[src/rtl/seq_pattern_tx.sv]
// Serial test-pattern transmitter: sends a latched PAT_W-bit pattern MSB-first, repeat_n times.
// Optional SEQ_TX_GAP_EN inserts GAP_LEN zero line bits between consecutive repeats.
module seq_pattern_tx #(
   parameter int PAT_W   = 4,
   parameter int CNT_W   = 4,
   parameter int GAP_LEN = 2
) (
   input  logic             clk,
   input  logic             reset,
   input  logic             start,
   input  logic [PAT_W-1:0] pattern,
   input  logic [CNT_W-1:0] repeat_n,
   output logic             dout,
   output logic             dout_valid,
   output logic             last_bit,
   output logic             busy,
   output logic             done
);
   localparam int IDX_W = (PAT_W > 2) ? $clog2(PAT_W) : 1;
   localparam int GAP_W = $clog2(GAP_LEN + 1);

   typedef enum logic [1:0] {IDLE, SEND, GAP, DONE} state_t;

   state_t             state, state_n;
   logic [IDX_W-1:0]   idx, idx_n;
   logic [CNT_W-1:0]   rep, rep_n;
   logic [PAT_W-1:0]   pat_q, pat_n;
   logic [GAP_W-1:0]   gap_cnt, gap_n;
   logic               dout_d, dout_valid_d, last_bit_d, busy_d, done_d;

   // Registers hold the state being presented on the outputs in the current cycle.
   always_ff @(posedge clk) begin
      if (reset) begin
         state      <= IDLE;
         idx        <= '0;
         rep        <= '0;
         pat_q      <= '0;
         gap_cnt    <= '0;
         dout       <= 1'b0;
         dout_valid <= 1'b0;
         last_bit   <= 1'b0;
         busy       <= 1'b0;
         done       <= 1'b0;
      end else begin
         state      <= state_n;
         idx        <= idx_n;
         rep        <= rep_n;
         pat_q      <= pat_n;
         gap_cnt    <= gap_n;
         dout       <= dout_d;
         dout_valid <= dout_valid_d;
         last_bit   <= last_bit_d;
         busy       <= busy_d;
         done       <= done_d;
      end
   end

   always_comb begin
      state_n = state;
      idx_n   = idx;
      rep_n   = rep;
      pat_n   = pat_q;
      gap_n   = gap_cnt;
      unique case (state)
         IDLE: begin
            if (start) begin
               pat_n   = pattern;
               rep_n   = repeat_n;
               idx_n   = IDX_W'(PAT_W - 1);
               state_n = (repeat_n == '0) ? DONE : SEND;
            end
         end
         SEND: begin
            if (idx == '0) begin
               rep_n = rep - 1'b1;
               if (rep == CNT_W'(1)) begin
                  state_n = DONE;
               end else begin
`ifdef SEQ_TX_GAP_EN
                  state_n = GAP;
                  gap_n   = GAP_W'(GAP_LEN - 1);
`else
                  state_n = SEND;
                  idx_n   = IDX_W'(PAT_W - 1);
`endif
               end
            end else begin
               idx_n = idx - 1'b1;
            end
         end
         GAP: begin
            if (gap_cnt == '0) begin
               state_n = SEND;
               idx_n   = IDX_W'(PAT_W - 1);
            end else begin
               gap_n = gap_cnt - 1'b1;
            end
         end
         DONE:    state_n = IDLE;
         default: state_n = IDLE;
      endcase
   end

   // Output values for the next cycle, derived from the next state.
   always_comb begin
      dout_valid_d = (state_n == SEND) || (state_n == GAP);
      dout_d       = (state_n == SEND) ? pat_n[idx_n] : 1'b0;
      last_bit_d   = (state_n == SEND) && (idx_n == '0) && (rep_n == CNT_W'(1));
      busy_d       = (state_n != IDLE);
      done_d       = (state_n == DONE);
   end
endmodule

[config.mk]
export PLATFORM = sky130hd
export DESIGN_NAME = seq_pattern_tx
export DESIGN_NICKNAME = d
export VERILOG_FILES = /design/src/rtl/seq_pattern_tx.sv
export SDC_FILE = /design/constraint.sdc
export NUM_CORES = 1
export LEC_CHECK = 0
export CAP_MARGIN = 20
export CORE_UTILIZATION = 51
export CTS_BUF_LIST = sky130_fd_sc_hd__clkbuf_16
export DETAILED_ROUTE_END_ITERATION = 16
export GPL_TIMING_DRIVEN = 0
export PLACE_DENSITY_LB_ADDON = 0.08
export SETUP_SLACK_MARGIN = 0.2
export SYNTH_ARGS = -nofsm -noshare
export SYNTH_HDL_FRONTEND = slang
export SYNTH_SLANG_ARGS = --single-unit
[constraint.sdc]
create_clock -name clk -period 2.5 [get_ports clk]
set_clock_uncertainty 0.2 [all_clocks]
set_input_delay 0.625 -clock clk [delete_from_list [all_inputs] [get_ports clk]]
set_output_delay 0.625 -clock clk [all_outputs]
set_load 0.03 [all_outputs]
==> summary.txt, run 1 <==
CTS
  – Total CTS buffers: 3
  – Clock latency at the later pin of the worst-skew pair: 0.24 ns
  – Count of H-tree levels built during CTS: 1
  – Number of clock sinks: 19
  – CTS clock-pin slew for the worst setup and hold paths: 0.05 ns
  – Maximum number of buffers from clock root to sink: 2
  – CTS tree: built
  – Root buffer cell: sky130_fd_sc_hd__clkbuf_16
  – Hold-fix buffers, CTS: 0

Floorplanning
  – Die Area: 2120 um2
  – Initial core utilization: 56.1%
  – Die boundary width: 46.1 um
  – Total core area: 1760 um2
  – Chip Height: 46.1 um
  – Count of pins on the block boundary: 16
  – Placement Rows: 15

Worst hold path
  – Worst-case hold path end point: pat_q[3]$_SDFF_PP0_
  – Startpoint of the lowest-slack hold path: pat_q[3]$_SDFF_PP0_
  – Worst min path class: reg -> reg
  – Hold Path Stages: 2

Routing
  – Post-DR wirelength/cell: 14.3 um
  – Remaining antenna violation count: 0
  – Via density: 5.39
  – First-pass detailed-route iteration total: 4
  – Drt first-iter violations: 15
  – Drt drc: 0
  – Total wire length: 2150 um
  – Vias post-DR: 814

Global routing
  – GRT busiest layer: met2
  – Pin count of the biggest net entering global routing: 11
  – First-pass GRT wire length: 3460 um
  – Global routing met2 resource utilization: 43.1%
  – Initial antenna violation count: 0
  – Number of global-route vias before repair: 771
  – Total Routing Usage GR: 23.4%
  – Global routing met1 resource utilization: 27.5%
  – Global-route met3 utilization: 2.35%
  – Total congestion overflow after global routing: 0

Cells and area
  – Commonest cells after routing, fill and taps aside: sky130_fd_sc_hd__dfxtp_1 (19), sky130_fd_sc_hd__nor2_1 (17), sky130_fd_sc_hd__inv_1 (9), sky130_fd_sc_hd__clkdlybuf4s50_1 (9)
  – Count of nets after finishing: 144
  – Fraction of final layout cells sized beyond drive strength 1: 18.3%
  – Total area of multi-input combinational cells: 591 um2
  – Number of diodes added for antenna fixing: 0
  – Area delta synth->final: 32.2%
  – Layout Cell Area excl Fill: 1310 um2
  – Number of fill cells: 142
  – Most common library cell in the layout ignoring fill and taps: sky130_fd_sc_hd__dfxtp_1
  – Register area: 380 um2

Power and ir drop
  – Clk network pwr share: 36.9%
  – Proportion of total power due to net switching: 24.8%
  – Switching component of the power: 206 uW
  – Sequential fraction of design power: 41.7%
  – Power density over cell area: 636 nW/um2
  – Leakage power: 0.537 nW
  – Combinational Power Share: 21.4%
  – Maximum vdd drop: 0.000557 V
  – Cell-internal power: 626 uW

Place
  – Port bufs: 14
  – Placed cell areas: 1160 um2
  – Half-perimeter wire length after placement: 1540 um
  – Gp weighted congestion: 0.865

Timing
  – Hold Violations, Final: 0
  – Worst hold-check slack: 0.290 ns
  – Final min period: 2.22 ns
  – Setup TNS: 0 ns
  – Number of max-slew violations in the final report: 0
  – Setup repair after global routing missed its margin: no
  – Achievable Freq: 451 MHz
  – Worst slew margin relative to its limit: 54.7%
  – Actual transition at the worst max-transition pin: 0.674 ns
  – Count of endpoints failing setup in the final report: 0
  – Final worst path period share: 88.6%

Worst setup path
  – Arrival time at the worst endpoint: 2.19 ns
  – Required time of the critical path: 2.47 ns
  – Kind of launch point of the worst setup path: input pin
  – Type of the worst setup path: in -> reg
  – Largest fanout on the critical path: 6
  – Reg-to-reg startpoint: rep[1]$_SDFF_PP0_
  – Critical register-to-register path endpoint: dout$_SDFF_PP0_
  – Type of destination of the critical path: register
  – Depth of the worst register-to-register path: 7
  – Worst reg2reg setup slack: 0.33 ns

Status
  – Outcome: complete, no violations

Run
  – # Max-Cap Violations: 0

Synthesis
  – Avg Synthesized Cell Area: 9.43 um2
  – Warnings from Yosys: 0
  – Proportion of netlist area held by the largest area contributor: 38.4%
  – Yosys reg bits: 19
  – Cell count after synthesis: 105
  – Post-synthesis net count: 122
  – Cell variety after synth: 37
  – Largest cells by area after synthesis: sky130_fd_sc_hd__dfxtp_1 (38%), sky130_fd_sc_hd__ha_1 (7.6%), sky130_fd_sc_hd__nor2_1 (6.4%)
  – Post-synth design cell area: 990 um2
  – Sequential-to-total area share from yosys stat: 38.4%
  – Cell type with the largest total area after synthesis: sky130_fd_sc_hd__dfxtp_1
repair_timing:
item / CTS / global route
setup endpoints to repair: 6 / 4
setup buffers: 2 / 1
pin swaps: 0 / 2
resized for setup: 3 / 12
worst max-delay path by stage:
stage	depth (start not counted)	slack, ns	to	from
floorplan	5	0.28	dout$_SDFF_PP0_	start
global placement	6	-0.48	dout$_SDFF_PP0_	start
detailed placement	6	-0.51	dout$_SDFF_PP0_	start
CTS	6	0.14	dout$_SDFF_PP0_	repeat_n[1]
global route	6	0.21	dout$_SDFF_PP0_	start
finish	6	0.28	dout$_SDFF_PP0_	start
stage by stage:
step | std cells | power, mW | setup slack, ns | utilization [%]
after floorplan | 105 | 0.465 | 0.282 | -
after global placement | 144 | 0.513 | -0.480 | 65.8
after detailed placement | 144 | 0.518 | -0.509 | 65.8
after CTS | 150 | 0.834 | 0.144 | 72.1
after global routing | 151 | 0.868 | 0.215 | 74.2
final | 151 | 0.833 | 0.285 | 74.2
kinds of logic after synthesis:
| group | Yosys count | share of synthesized area [%] |
|---|---|---|
| xor+xnor | 1 | 0.885 |
| simple gates | 42 | 25.3 |
| buf+inv | 12 | 5.43 |
| compound gates | 18 | 15.0 |
| flops | 19 | 38.4 |
| mux | 7 | 7.33 |
| fa+ha+maj | 6 | 7.59 |
sequential cells by signal, summed over array words and instances, names as in the netlist:
| register | flops |
|---|---|
| busy | 1 |
| done | 1 |
| dout | 1 |
| dout_valid | 1 |
| gap_cnt | 2 |
| idx | 2 |
| last_bit | 1 |
| pat_q | 4 |
| rep | 4 |
| state | 2 |
cell type report:
class                   instances  share of cell area (%)
multi-input cells              74                    45.1
flip-flops and latches         19                    29.1
repair buffers                 17                    13.2
clock buffers                   3                    5.74
well taps                      25                    2.39
inverters                       8                    2.29
plain buffers                   4                    1.91
clock inverters                 1                   0.287
cell usage after synthesis:
| cell | count |
|---|---|
| sky130_fd_sc_hd__nand2b_1 | 1 |
| sky130_fd_sc_hd__nor4_1 | 2 |
| sky130_fd_sc_hd__a211oi_1 | 1 |
| sky130_fd_sc_hd__o22ai_1 | 2 |
| sky130_fd_sc_hd__buf_1 | 1 |
| sky130_fd_sc_hd__or4b_1 | 1 |
| sky130_fd_sc_hd__mux2_2 | 2 |
| sky130_fd_sc_hd__nor3_1 | 1 |
| sky130_fd_sc_hd__dfxtp_1 | 19 |
| sky130_fd_sc_hd__nand2_1 | 3 |
| sky130_fd_sc_hd__o221a_4 | 1 |
| sky130_fd_sc_hd__o22a_1 | 2 |
| sky130_fd_sc_hd__inv_1 | 8 |
| sky130_fd_sc_hd__mux2i_1 | 5 |
| sky130_fd_sc_hd__a31o_2 | 1 |
| sky130_fd_sc_hd__or3b_1 | 2 |
| sky130_fd_sc_hd__a221oi_2 | 1 |
| sky130_fd_sc_hd__nor2b_1 | 5 |
| sky130_fd_sc_hd__buf_6 | 1 |
| sky130_fd_sc_hd__nor2_1 | 17 |
| sky130_fd_sc_hd__a21oi_1 | 3 |
| sky130_fd_sc_hd__clkbuf_1 | 1 |
| sky130_fd_sc_hd__xnor2_1 | 1 |
| sky130_fd_sc_hd__nor4b_1 | 1 |
| sky130_fd_sc_hd__nand3_1 | 2 |
| sky130_fd_sc_hd__a221oi_1 | 2 |
| sky130_fd_sc_hd__buf_2 | 1 |
| sky130_fd_sc_hd__nor3b_1 | 2 |
| sky130_fd_sc_hd__ha_1 | 6 |
| sky130_fd_sc_hd__o21ai_0 | 3 |
| sky130_fd_sc_hd__nor3b_4 | 1 |
| sky130_fd_sc_hd__or3_1 | 1 |
| sky130_fd_sc_hd__nor4_2 | 1 |
| sky130_fd_sc_hd__o211ai_1 | 1 |
| sky130_fd_sc_hd__o22ai_2 | 1 |
| sky130_fd_sc_hd__nand3b_1 | 1 |
| sky130_fd_sc_hd__or4b_4 | 1 |
routing by layer:
layer	wire length, um	part of all wire [%]
met1	926	43
met2	1160	54
met3	39	1.8
met4	29	1.3
met5	0	0
critical path, cell delays in order:
cell and delay, ns:
sky130_fd_sc_hd__clkdlybuf4s15_1 0.25, sky130_fd_sc_hd__nor3b_4 0.21, sky130_fd_sc_hd__a221oi_4 0.34, sky130_fd_sc_hd__ha_2 0.24
sky130_fd_sc_hd__or3b_4 0.37, sky130_fd_sc_hd__o22ai_2 0.14
power groups by stage:
stage	Clock (mW)	Combinational [mW]	Sequential (mW)
finish	0.307	0.178	0.348
global route	0.323	0.195	0.350
CTS	0.315	0.174	0.346
detailed placement	0	0.166	0.352
global placement	0	0.163	0.350
floorplan	0	0.110	0.356
(Power assumes the default switching activity.)
==> run 2, diff against run 1 <==
- CORE_UTILIZATION: 51 -> 52
- DONT_BUFFER_PORTS: unset -> 1
==> run 2 against run 1 <==
Against the previous run: power is 3.9% lower; critical path type is now reg -> reg; combinational power fell by 26%; first-iteration DRC count decreased by 67%; highest routed layer unchanged; non-clock buffer count decreased by 17.
==> summary.txt, run 2 (synthesis results as in run 1) <==
Routing
  – Vias post-DR: 764
  – Drt drc: 0
  – Drt first-iter violations: 5
  – Via density: 5.70
  – Total wire length: 1830 um
  – Remaining antenna violation count: 0
  – First-pass detailed-route iteration total: 4
  – Post-DR wirelength/cell: 13.7 um

CTS
  – Number of post-CTS setup repair buffers: 0
  – Maximum number of buffers from clock root to sink: 2
  – Root buffer cell: sky130_fd_sc_hd__clkbuf_16
  – Count of H-tree levels built during CTS: 1
  – Post_cts resized: 2
  – CTS clock-pin slew for the worst setup and hold paths: 0.05 ns
  – Hold-fix buffers, CTS: 0
  – Number of clock sinks: 19
  – Total CTS buffers: 3
  – Clock latency at the later pin of the worst-skew pair: 0.25 ns
  – CTS tree: built

Cells and area
  – Fraction of final layout cells sized beyond drive strength 1: 14.7%
  – Layout Cell Area excl Fill: 1110 um2
  – Number of diodes added for antenna fixing: 0
  – Most common library cell in the layout ignoring fill and taps: sky130_fd_sc_hd__dfxtp_1
  – Count of nets after finishing: 127
  – Total area of multi-input combinational cells: 562 um2
  – Register area: 380 um2
  – Biggest registers after layout: pat_q x4, rep x4
  – Area delta synth->final: 11.9%
  – Commonest cells after routing, fill and taps aside: sky130_fd_sc_hd__dfxtp_1 (19), sky130_fd_sc_hd__nor2_1 (17), sky130_fd_sc_hd__inv_1 (9)
  – Number of fill cells: 173

Global routing
  – Initial antenna violation count: 0
  – First-pass GRT wire length: 2950 um
  – Number of global-route vias before repair: 703
  – Total congestion overflow after global routing: 0
  – Pin count of the biggest net entering global routing: 11
  – Total Routing Usage GR: 19.9%

Worst setup path
  – Depth of the worst register-to-register path: 7
  – Critical register-to-register path endpoint: dout$_SDFF_PP0_
  – Delay of the slowest critical-path stage: 0.38 ns
  – Required time of the critical path: 2.47 ns
  – Type of destination of the critical path: register
  – Reg-to-reg startpoint: rep[1]$_SDFF_PP0_
  – Critical-path top delay cell: sky130_fd_sc_hd__a221oi_2
  – Arrival time at the worst endpoint: 2.14 ns
  – Type of the worst setup path: reg -> reg
  – Largest fanout on the critical path: 4
  – Total stage count of the critical path: 7
  – Crit path top cell by count: sky130_fd_sc_hd__ha_1
  – Start point of the critical path: rep[1]$_SDFF_PP0_
  – Worst-path cell chain: inv_1, ha_1, nor3b_1, a221oi_2, ha_1, or3b_1, o22ai_2
  – Count of buffer and inverter cells on the critical path: 1
  – CP Capture Point: dout$_SDFF_PP0_
  – Kind of launch point of the worst setup path: register
  – Worst reg2reg setup slack: 0.33 ns
  – Cell family with most CP delay: simple AND/OR/NAND/NOR gates

Timing
  – Hold Violations, Final: 0
  – Count of endpoints failing setup in the final report: 0
  – Final worst path period share: 86.7%
  – Worst path setup slack after routing: 0.334 ns
  – Achievable Freq: 462 MHz
  – Setup repair after global routing missed its margin: no
  – Number of max-slew violations in the final report: 0
  – Setup TNS: 0 ns
  – Worst hold-check slack: 0.290 ns
  – Final min period: 2.17 ns
  – Actual transition at the worst max-transition pin: 0.543 ns
  – Worst slew margin relative to its limit: 63.5%

Place
  – Port bufs: 0
  – Half-perimeter wire length after placement: 1400 um
  – Pre-CTS worst setup slack: -0.0179 ns
  – Gp weighted congestion: 0.910
  – Placed cell areas: 1020 um2

Status
  – Outcome: complete, no violations

Floorplanning
  – Die Area: 2080 um2
  – Initial core utilization: 56.1%
  – Chip Height: 45.6 um
  – Total core area: 1760 um2
  – Die boundary width: 45.6 um
  – Placement Rows: 15
  – Count of pins on the block boundary: 16

Power and ir drop
  – Maximum vdd drop: 0.000556 V
  – Power density over cell area: 723 nW/um2
  – Leakage power: 0.430 nW

Run
  – # Max-Cap Violations: 0

Worst hold path
  – Worst min path class: reg -> reg
[run 2: worst reg2reg max path: cells and delay by family (launching register included)]
family          cells  cell delay (ns)
simple gates        2             0.53
compound gates      2             0.53
fa+ha+maj           2             0.41
buf+inv             1             0.08
flops               1             0.34
[run 2: power by group]
group          internal [mW]  leakage (nW)  total [mW]  switching, mW
combinational         0.0639         0.232       0.132         0.0682
sequential             0.325         0.156       0.355         0.0301
clock                  0.212        0.0423       0.313          0.101
[run 2: cell type report]
cell class                      instances  share of cell area, %
Multi-Input combinational cell         74                   50.7
Sequential cell                        19                   34.4
Clock buffer                            3                   6.78
Tap cell                               25                   2.82
Inverter                                8                   2.71
Buffer                                  4                   2.26
Clock inverter                          1                  0.339
[run 2: worst min path at each step]
stage / startpoint / end / slack (ns) / cells past startpoint
floorplan: pat_q[1]$_SDFF_PP0_ / pat_q[1]$_SDFF_PP0_ / 0.25 / 2
global placement: pat_q[3]$_SDFF_PP0_ / pat_q[3]$_SDFF_PP0_ / 0.27 / 2
detailed placement: pat_q[2]$_SDFF_PP0_ / pat_q[2]$_SDFF_PP0_ / 0.28 / 2
CTS: pat_q[2]$_SDFF_PP0_ / pat_q[2]$_SDFF_PP0_ / 0.30 / 2
global route: pat_q[2]$_SDFF_PP0_ / pat_q[2]$_SDFF_PP0_ / 0.32 / 2
finish: pat_q[2]$_SDFF_PP0_ / pat_q[2]$_SDFF_PP0_ / 0.29 / 2
[run 2: layer usage]
layer | wire length [um] | part of all wire (%) | vias up | GRT usage (%)
met5 | 0 | 0 | - | 0
li1 | - | - | 379 | -
met2 | 900 | 49 | 15 | 33.1
met1 | 843 | 46 | 366 | 24.9
met3 | 62 | 3.4 | 4 | 3.17
met4 | 27 | 1.5 | 0 | 9.09
[run 2: stage by stage]
stage | util, % | cells | total power [mW]
after floorplan | - | 105 | 0.465
after global placement | 57.9 | 130 | 0.488
after detailed placement | 57.9 | 130 | 0.492
after CTS | 62.8 | 134 | 0.806
after global routing | 62.8 | 134 | 0.837
final | 62.8 | 134 | 0.800
==> run 3, diff against run 2 <==
- CORE_MARGIN: unset -> 4
==> run 3 against run 2 <==
Against the previous run: maximum frequency is 1.2% higher; via count grew 0.13%; wire length grew 3.9%; power rose by 1.4%; final area increased by 1.4%.
==> summary.txt, run 3 (synthesis results as in run 1) <==
Status
  – Outcome: complete, no violations

Routing
  – Drt first-iter violations: 12
  – First-pass detailed-route iteration total: 4
  – Total wire length: 1900 um
  – Post-DR wirelength/cell: 14.1 um
  – Via density: 5.67
  – Drt drc: 0
  – Remaining antenna violation count: 0
  – Vias post-DR: 765

CTS
  – Count of H-tree levels built during CTS: 1
  – Maximum number of buffers from clock root to sink: 2
  – CTS tree: built
  – CTS clock-pin slew for the worst setup and hold paths: 0.06 ns
  – Root buffer cell: sky130_fd_sc_hd__clkbuf_16
  – Clock latency at the later pin of the worst-skew pair: 0.25 ns
  – Hold-fix buffers, CTS: 0
  – Number of clock sinks: 19
  – Total CTS buffers: 3

Place
  – Gp weighted congestion: 0.873
  – Half-perimeter wire length after placement: 1440 um
  – Port bufs: 0
  – Pre-CTS worst setup slack: -0.0225 ns

Worst setup path
  – Type of destination of the critical path: register
  – Worst reg2reg setup slack: 0.36 ns
  – Largest fanout on the critical path: 9
  – Delay of the slowest critical-path stage: 0.47 ns
  – Worst-path cell chain: buf_6, nor3b_4, nor2_1, a221oi_2, or3b_1, nor4_2
  – Required time of the critical path: 2.46 ns
  – Reg-to-reg startpoint: state[1]$_SDFF_PP0_
  – Critical-path top delay cell: sky130_fd_sc_hd__nor3b_4
  – Type of the worst setup path: reg -> reg
  – Critical register-to-register path endpoint: last_bit$_SDFF_PP0_
  – Kind of launch point of the worst setup path: register
  – Depth of the worst register-to-register path: 6
  – Arrival time at the worst endpoint: 2.10 ns

Floorplanning
  – Die Area: 2670 um2
  – Placement Rows: 15
  – Total core area: 1760 um2
  – Chip Height: 51.6 um
  – Initial core utilization: 56.1%
  – Die boundary width: 51.6 um
  – Count of pins on the block boundary: 16

Global routing
  – Global routing met1 resource utilization: 19.7%
  – GRT busiest layer: met2
  – Total Routing Usage GR: 16.4%
  – Global routing met2 resource utilization: 27.3%
  – Initial antenna violation count: 0
  – Global-route met3 utilization: 4.87%
  – Number of global-route vias before repair: 732
  – Total congestion overflow after global routing: 0
  – First-pass GRT wire length: 3280 um
  – Pin count of the biggest net entering global routing: 12

Power and ir drop
  – Maximum vdd drop: 0.000522 V
  – Power density over cell area: 723 nW/um2
  – Leakage power: 0.435 nW

Cells and area
  – Area delta synth->final: 13.4%
  – Biggest registers after layout: pat_q x4, rep x4
  – Count of nets after finishing: 128
  – Final cell utilization of the core: 63.6%
  – Commonest cells after routing, fill and taps aside: sky130_fd_sc_hd__dfxtp_1 (19), sky130_fd_sc_hd__nor2_1 (17), sky130_fd_sc_hd__inv_1 (8)
  – Most common library cell in the layout ignoring fill and taps: sky130_fd_sc_hd__dfxtp_1
  – Number of diodes added for antenna fixing: 0
  – Fraction of final layout cells sized beyond drive strength 1: 17.3%

Worst hold path
  – Startpoint of the lowest-slack hold path: pat_q[2]$_SDFF_PP0_
  – Worst-case hold path end point: pat_q[2]$_SDFF_PP0_
  – Hold Path Stages: 2
  – Worst min path class: reg -> reg

Timing
  – Actual transition at the worst max-transition pin: 0.540 ns
  – Final worst path period share: 85.6%
  – Setup repair after global routing missed its margin: yes
  – Worst hold-check slack: 0.286 ns
  – Count of endpoints failing setup in the final report: 0
  – Hold Violations, Final: 0
  – Achievable Freq: 467 MHz
  – Setup TNS: 0 ns
  – Worst path setup slack after routing: 0.360 ns
  – Number of max-slew violations in the final report: 0
  – Final min period: 2.14 ns
  – Worst slew margin relative to its limit: 63.7%

Run
  – # Max-Cap Violations: 0
==> run 3: cell count changes in the layout (fill, tap and decap cells not counted) <==
cell,change
sky130_fd_sc_hd__nor4b_1,-1
sky130_fd_sc_hd__inv_1,-1
sky130_fd_sc_hd__buf_4,+1
sky130_fd_sc_hd__clkinv_2,+1
sky130_fd_sc_hd__nor4b_2,+1
==> run 3: where the power goes <==
group | internal [mW] | total, mW | switching (mW)
clock | 0.214 | 0.323 | 0.109
combinational | 0.0651 | 0.133 | 0.0676
sequential | 0.325 | 0.356 | 0.0308
==> run 3: how the worst max path moves through the flow <==
| stage | end | from | slack, ns |
|---|---|---|---|
| 2_1_floorplan | dout$_SDFF_PP0_ | start | 0.28 |
| 3_3_place_gp | dout$_SDFF_PP0_ | state[0]$_SDFF_PP0_ | 0.04 |
| 3_5_place_dp | dout$_SDFF_PP0_ | state[0]$_SDFF_PP0_ | -0.02 |
| 4_1_cts | dout$_SDFF_PP0_ | rep[1]$_SDFF_PP0_ | 0.29 |
| 5_1_grt | last_bit$_SDFF_PP0_ | state[1]$_SDFF_PP0_ | 0.16 |
| 6_report | last_bit$_SDFF_PP0_ | state[1]$_SDFF_PP0_ | 0.36 |
==> run 3: through the flow <==
step / cells / instance area [um2] / power (mW)
global placement: 130 / 1020 / 0.488
global route: 135 / 1120 / 0.856
CTS: 134 / 1110 / 0.815
floorplan: 105 / 990 / 0.465
finish: 135 / 1120 / 0.812
detailed placement: 130 / 1020 / 0.491
==> run 3: layout make-up <==
cell class / instances / area, um2
fill: 166 / 642
multi-input combinational: 74 / 568
sequential: 19 / 380
clock buffer: 3 / 75.1
tap: 25 / 31.3
inverter: 8 / 30.0
buffer: 4 / 25.0
timing repair buffer: 1 / 7.51
clock inverter: 1 / 5.00
==> run 3: worst max-delay path, delay by kind of cell (launching register included) <==
family                 cells  cell delay (ns)
AO/OA/AOI/OAI              1             0.26
flip-flops                 1             0.30
AND/OR/NAND/NOR            4             1.16
buffers and inverters      1             0.13
==> run 3: repair_timing <==
item                                    CTS  global route
hold endpoints to repair                  0             0
pin swaps                                 0             1
buffers inserted                          0             1
endpoints found under the setup margin    2             2
gates resized for setup                   2             1
==> run 3: routing by layer <==
| metal | up-vias | share of wire, % |
|---|---|---|
| met5 | - | 0 |
| met4 | 0 | 1.3 |
| met3 | 4 | 7.0 |
| met2 | 18 | 50 |
| met1 | 359 | 42 |
| li1 | 384 | - |
